**config.mk**
```make
export PLATFORM = sky130hd
export DESIGN_NAME = mmio_bus
export DESIGN_NICKNAME = d
export VERILOG_FILES = /design/src/rtl/mmio_bus.sv
export SDC_FILE = /design/constraint.sdc
export NUM_CORES = 1
export LEC_CHECK = 0
export CAP_MARGIN = 20
export CORE_AREA = 2 2 84 118
export DETAILED_ROUTE_END_ITERATION = 8
export DIE_AREA = 0 0 86 120
export GPL_TIMING_DRIVEN = 0
export PLACE_DENSITY = 0.78
export SLEW_MARGIN = 15
export SYNTH_ARGS = -nofsm -noshare
export SYNTH_HDL_FRONTEND = slang
export SYNTH_SLANG_ARGS = --single-unit
```
**constraint.sdc**
```tcl
create_clock -name clk -period 3.3 [get_ports clk]
set_input_delay 0.66 -clock clk [delete_from_list [all_inputs] [get_ports clk]]
set_output_delay 0.66 -clock clk [all_outputs]
set_load 0.005 [all_outputs]
```
**src/rtl/mmio_bus.sv**
```systemverilog
// mmio_bus: data-side interconnect steering CPU accesses to data memory or the MMIO page
// (GPIO, cycle counter, periodic timer with sticky irq, sticky halt flag).
module mmio_bus #(
    parameter int n = 16
) (
    input  logic         clk,
    input  logic         reset,
    input  logic         cpu_memwrite,
    input  logic [n-1:0] cpu_adr,
    input  logic [n-1:0] cpu_wdata,
    output logic [n-1:0] cpu_rdata,
    output logic         dmem_we,
    input  logic [n-1:0] dmem_rdata,
    input  logic [n-1:0] gpio_in,
    output logic [n-1:0] gpio_out,
    output logic         irq,
    output logic         halted
);
    logic         mmio_sel, wr, fire;
    logic [7:0]   off;
    logic [n-1:0] sync1, sync2, cycle, cmp, tcnt, reg_rdata;

    assign mmio_sel = &cpu_adr[n-1:8];
    assign off      = cpu_adr[7:0];
    assign wr       = cpu_memwrite & mmio_sel;
    assign dmem_we  = cpu_memwrite & ~mmio_sel;
    // Period is exactly cmp cycles: count 0..cmp-1, fire on the wrap.
    assign fire     = (cmp != '0) && (tcnt == cmp - n'(1));

    always_ff @(posedge clk) begin
        if (reset) begin
            gpio_out <= '0;
            sync1    <= '0;
            sync2    <= '0;
            cycle    <= '0;
            cmp      <= '0;
            tcnt     <= '0;
            irq      <= 1'b0;
            halted   <= 1'b0;
        end else begin
            sync1 <= gpio_in;
            sync2 <= sync1;
            cycle <= cycle + n'(1);
            if (wr && off == 8'h00) gpio_out <= cpu_wdata;
            if (wr && off == 8'h06) begin
                cmp  <= cpu_wdata;
                tcnt <= '0;
            end else begin
                tcnt <= (cmp == '0 || fire) ? '0 : tcnt + n'(1);
            end
            // A fire on the same edge as a W1C clear keeps the flag set.
            if (fire) irq <= 1'b1;
            else if (wr && off == 8'h08 && cpu_wdata[0]) irq <= 1'b0;
            if (wr && off == 8'h0A && cpu_wdata[0]) halted <= 1'b1;
        end
    end

    always_comb begin
        reg_rdata = '0;
        case (off)
            8'h00: reg_rdata = gpio_out;
            8'h02: reg_rdata = sync2;
            8'h04: reg_rdata = cycle;
            8'h06: reg_rdata = cmp;
            8'h08: reg_rdata = {{(n-1){1'b0}}, irq};
            8'h0A: reg_rdata = {{(n-1){1'b0}}, halted};
            default: reg_rdata = '0;
        endcase
    end

    assign cpu_rdata = mmio_sel ? reg_rdata : dmem_rdata;
endmodule

```
==> results.ini, run 1 <==
[clock_network]
htreeDepth=3
cts_tree=built
path_clk_slew_ns=0.06
clk_latency_ns=0.34
ctsRootBufferMaster=clkbuf_16
cts-buffers-inserted=9
holdBufCountCts=0
clock_path_buffers=2
cts.sinks=98

[yosys]
syn_nets=598
ys_types=56
synth_xor_area_frac=0.0886
synthMuxAreaShare=0.00661
synth-seq-area-share=0.432
async_reset_ff_frac=0
synth_top_family_by_area=simple AND/OR/NAND/NOR gates
synthFlopType=dfxtp_1
synth_compound_area_frac=0.151
avgSynthCellArea_um2=8.61
synth_area_um2=4550
synth-simple-area-share=0.282
syn-instance-count=528
ys_seq_elements=98
synth_enable_flop_cells=0
yosysWarnings=0
synth_adder_area_share=0.00826

[job]
cap_violations=0

[die]
die_x_um=86
std_cell_rows=42
die-height_um=120
die_area_um2=10300
core-area_um2=9300
io_pins=102
initial_utilization=0.489

[worst_setup_path]
crit_top_cell=buf_4
ff2ff_setup_slack_ns=0.17
r2r_cells=11
path_class=in -> out
rr_startpoint=cmp[0]
start_kind=primary input
path_cells=buf_6 > or4_4 > or3b_4 > buf_4 > nor2_4 > buf_8 > buf_4 > a222oi_1 > a21oi_1 > a21o_1 > buf_2
r2r_end=tcnt[13]
cp_data_arrival_time_ns=2.72
cp_num_buf_inv=5
cp_slowest_cell=or4_4
worst_ep_required_time_ns=2.64
worstPathMaxFanout=8
cpPeakStageDelay_ns=0.54
end_kind=primary output
cp_top_family=simple AND/OR/NAND/NOR gates

[grt]
antenna_found_initial=1
track_usage=0.258
grt_max_degree=16
grt_first_pass_wirelength_um=21000
grt_overflow_total=0
grt_pass1_vias=4381

[finish]
layout_commonest_cell=dfxtp_1
drive_above_1_share=0.131
syn2layout_area_growth_pct=35.6
layout.nets=728
layout_common_cells=dfxtp_1 (98), nand2_1 (96), clkdlybuf4s50_1 (77)
post-route-util=0.662

[sta]
finalCritPeriodShare=1.02
hold_viol=0
rsz0062_at_grt=true
slew_violations=0
setup_ws_ns=-0.0775
slew_headroom=0.535
fin_worst_skew_ns=0.00995
fin_crit_ns=3.38
finalSetupViolCount=12
fmax_mhz=296
setup_tns_ns=-0.359
max_slew.worst_pin.slew_ns=0.692

[routing]
totalWireLength_um=13500
viasPerCell=5.75
drtPass1Iterations=8
antenna_left=0
initialDrtViolationCount=440
route.vias.total=4453
drc_errors=0
wl_per_cell_um=17.4

[worst_hold_path]
whs_path_depth=1
hold_path_end=sync2[13]
min_from=sync1[13]
holdCritPathClass=reg -> reg

[placement]
hpwl_um=9550
gp_congestion=0.931
io_buffers=101

[pwr]
powerDensity_nw_per_um2=398
peakVddDrop_uv=327
power_mw=2.45
p_leak_nw=2.39

[outcome]
outcome=finished, violations left
violations=negative setup slack

state kept, by name, indices dropped and copies added, names as in the netlist:
register,cells
sync2,16
irq,1
halted,1
cycle,16
tcnt,16
gpio_out,16
sync1,16
cmp,16
logic make-up (layout without fill, tap and decap cells):
kind of cell    Yosys count  count (layout)
compound gates          104             104
xor+xnor                 46              46
fa+ha+maj                 3               3
buf+inv                  33             168
flops                    98              98
mux                       3               3
other cells               0               1
simple gates            241             241
cell usage after synthesis, types with 4 or more instances:
cell | instances | area, um2
nor2_1 | 29 | 109
dfxtp_1 | 98 | 1960
xnor2_1 | 23 | 201
nor2b_1 | 34 | 213
clkbuf_1 | 22 | 82.6
o21ai_0 | 6 | 30.0
a21oi_1 | 52 | 260
nand2_1 | 96 | 360
xor2_1 | 23 | 201
nor3_1 | 6 | 30.0
a222oi_1 | 15 | 150
nand3_1 | 8 | 40.0
or3_1 | 4 | 25.0
buf_2 | 5 | 25.0
a21o_1 | 15 | 113
and3_1 | 21 | 131
or2_2 | 4 | 25.0
nand4_1 | 11 | 68.8
report_power, final:
| group | internal, mW | switching, mW | total [mW] |
|---|---|---|---|
| clock network | 0.630 | 0.446 | 1.08 |
| registers | 1.20 | 0.00920 | 1.21 |
| logic | 0.0998 | 0.0615 | 0.161 |
layout make-up:
type                            count  area, um2
Fill cell                         769       3140
Multi-Input combinational cell    397       2480
Sequential cell                    98       1960
Timing Repair Buffer              120       1100
Clock buffer                       12        256
Buffer                             29        164
Tap cell                          110        138
Clock inverter                      4       48.8
Inverter                            3       11.3
Antenna cell                        1       2.50
timing repair:
item,4_1_cts,5_1_grt
buffers inserted,16,2
pin swaps,29,20
endpoints found under the setup margin,17,16
gates cloned,1,1
resized for setup,102,12
per-layer routing:
metal  track usage  vias up  routed length, um
met5             0        -                  0
met4         0.134        0                633
li1              -     2106                  -
met1         0.275     2129               5070
met3        0.0440       51                650
met2         0.473      167               7130
stage by stage:
step	std cells	hold WS, ns	instance area (um2)	setup WS (ns)
finish	774	0.438	6160	-0.0775
global placement	739	0.417	5690	-1.05
global route	774	0.460	6160	-0.148
CTS	771	0.437	6110	-0.0961
floorplan	528	0.414	4550	0.132
detailed placement	739	0.425	5690	-1.08
worst max path at each step:
| stage | startpoint | end | slack, ns | cells after the start |
|---|---|---|---|---|
| floorplan | cpu_adr[5] | cpu_rdata[12] | 0.13 | 7 |
| global placement | cpu_adr[5] | cpu_rdata[14] | -1.05 | 8 |
| detailed placement | cpu_adr[5] | cpu_rdata[12] | -1.08 | 8 |
| CTS | cpu_adr[6] | cpu_rdata[12] | -0.1 | 10 |
| global route | cpu_adr[6] | cpu_rdata[1] | -0.15 | 10 |
| finish | cpu_adr[6] | cpu_rdata[12] | -0.08 | 11 |
(Power assumes the default switching activity.)
==> run 2, diff against run 1 <==
- CORE_AREA: 2 2 84 118 -> 2 2 80 113
- DIE_AREA: 0 0 86 120 -> 0 0 82 115
- DONT_BUFFER_PORTS: unset -> 1
- PLACE_DENSITY: 0.78 -> 0.69
==> results.ini, run 2 (synthesis gave the netlist of run 1 again) <==
[sta]
slew_headroom=0.573  ; +0.0379
hold_viol=0  ; unchanged
setup_ws_ns=0.0998  ; +0.177 ns
finalSetupViolCount=0  ; -12
fmax_mhz=312  ; +5.5%
max_slew.worst_pin.slew_ns=0.635  ; -0.0565 ns
rsz0062_at_grt=false
fin_worst_skew_ns=0.00637  ; -0.00357 ns
slew_violations=0  ; unchanged
setup_tns_ns=0  ; +0.359 ns
finalCritPeriodShare=0.970  ; -0.0537
fin_crit_ns=3.20  ; -0.177 ns

[routing]
route.vias.total=3782  ; -15%
drtPass1Iterations=5  ; -3
viasPerCell=5.82  ; +1.1%
initialDrtViolationCount=288  ; -35%
antenna_left=0  ; unchanged
drc_errors=0  ; unchanged
totalWireLength_um=11500  ; -15%
wl_per_cell_um=17.7  ; +1.3%

[worst_setup_path]
cpPeakStageDelay_ns=0.56  ; +0.02 ns
cp_top_family=simple AND/OR/NAND/NOR gates
cp_slowest_cell=or4_4
cp_data_arrival_time_ns=2.54  ; -0.18 ns
rr_startpoint=cmp[0]
worst_ep_required_time_ns=2.64  ; about the same
end_kind=primary output
worstPathMaxFanout=10  ; +2
ff2ff_setup_slack_ns=0.23  ; +0.06 ns
path_class=in -> out
r2r_cells=11  ; unchanged
r2r_end=tcnt[5]
cp_num_buf_inv=1  ; -4
path_cells=or4_4 > or3b_4 > nor3_4 > buf_4 > a222oi_1 > a21oi_1 > a21o_1
start_kind=primary input

[worst_hold_path]
whs_path_depth=1  ; unchanged
holdCritPathClass=reg -> reg
min_from=sync1[10]
hold_path_end=sync2[10]

[clock_network]
htreeDepth=3  ; unchanged
clock_path_buffers=2  ; unchanged
ctsRootBufferMaster=clkbuf_16
cts_tree=built
clk_latency_ns=0.34  ; about the same
path_clk_slew_ns=0.06  ; about the same
cts.sinks=98  ; unchanged
holdBufCountCts=0  ; unchanged
cts-buffers-inserted=9  ; unchanged

[pwr]
peakVddDrop_uv=379  ; +16%
powerDensity_nw_per_um2=472  ; +19%
p_leak_nw=1.88  ; -22%

[grt]
grt_pass1_vias=3637  ; -17%
grt_max_degree=15  ; -1
grt_overflow_total=0  ; unchanged
met1_usage=0.271  ; -0.00412
track_usage=0.252  ; -0.00620
grt_first_pass_wirelength_um=17800  ; -15%
grt.met2_usage=0.453  ; -0.0202
grtUsageMet3=0.0534  ; +0.00936
antenna_found_initial=0  ; -1
gr-max-usage-layer=met2

[finish]
drive_above_1_share=0.0807  ; -0.0505
syn2layout_area_growth_pct=10.7
layout_common_cells=dfxtp_1 (98), nand2_1 (96), a21oi_1 (52)
layout.nets=612  ; -16%
diodes=0  ; -1
layout_commonest_cell=dfxtp_1

[placement]
place_worst_setup_slack_ns=-0.206  ; +0.876 ns
gp_congestion=0.891  ; -4.2%
io_buffers=0  ; -100%
hpwl_um=8930  ; -6.5%

[die]
core-area_um2=8410  ; -9.6%
initial_utilization=0.541  ; +0.0519
die_x_um=82  ; -4.7%
die-height_um=115  ; -4.2%
std_cell_rows=40  ; -4.8%
io_pins=102  ; unchanged
die_area_um2=9430  ; -8.6%

[outcome]
outcome=completed

[job]
cap_violations=0  ; unchanged

-- run 2: where the power goes --
group	internal (mW)	switching [mW]
Sequential	1.20	0.00826
Clock	0.675	0.427
Combinational	0.0256	0.0343
Total	1.90	0.470
-- run 2: layout make-up --
class,instances,area [um2]
Fill cell,808,3370
Multi-Input combinational cell,397,2460
Sequential cell,98,1960
Clock buffer,11,243
Buffer,30,143
Tap cell,105,131
Clock inverter,3,65.1
Timing Repair Buffer,3,22.5
Inverter,3,11.3
-- run 2: worst reg2reg max path, cell delays in order (launching register included) --
cell	delay, ns
dfxtp_1	0.37
inv_1	0.08
ha_1	0.21
or4b_1	0.45
buf_2	0.17
or2_1	0.27
or3_4	0.39
xnor2_1	0.13
a211oi_1	0.32
nand4_4	0.20
buf_6	0.20
and3_1	0.17
-- run 2: how the worst max path moves through the flow --
stage,startpoint,endpoint,slack [ns],cells after the start
after detailed placement,cpu_adr[5],cpu_rdata[13],-0.21,6
after global routing,cpu_adr[5],cpu_rdata[13],0.03,7
after CTS,cpu_adr[5],cpu_rdata[13],0.01,7
after global placement,cpu_adr[5],cpu_rdata[13],-0.20,6
final,cpu_adr[5],cpu_rdata[13],0.1,7
after floorplan,cpu_adr[5],cpu_rdata[12],0.13,7
-- run 2: timing repair --
item,CTS,global route
buffers inserted,2,1
gates resized for setup,7,1
pin swaps,2,1
endpoints found under the setup margin,16,9
-- run 2: metal layers --
metal,part of all wire,wire length (um)
met3,0.042,481
met2,0.54,6220
met5,0,0
met1,0.39,4510
met4,0.023,261
-- run 2: metrics by stage --
step | cell area (um2) | power, mW | hold slack [ns] | instances | util
3_5_place_dp | 4680 | 1.30 | 0.422 | 633 | 0.556
6_report | 5030 | 2.37 | 0.434 | 650 | 0.599
2_1_floorplan | 4550 | 1.28 | 0.414 | 528 | -
5_1_grt | 5030 | 2.43 | 0.443 | 650 | 0.599
4_1_cts | 5020 | 2.38 | 0.436 | 649 | 0.597
3_3_place_gp | 4680 | 1.30 | 0.418 | 633 | 0.556
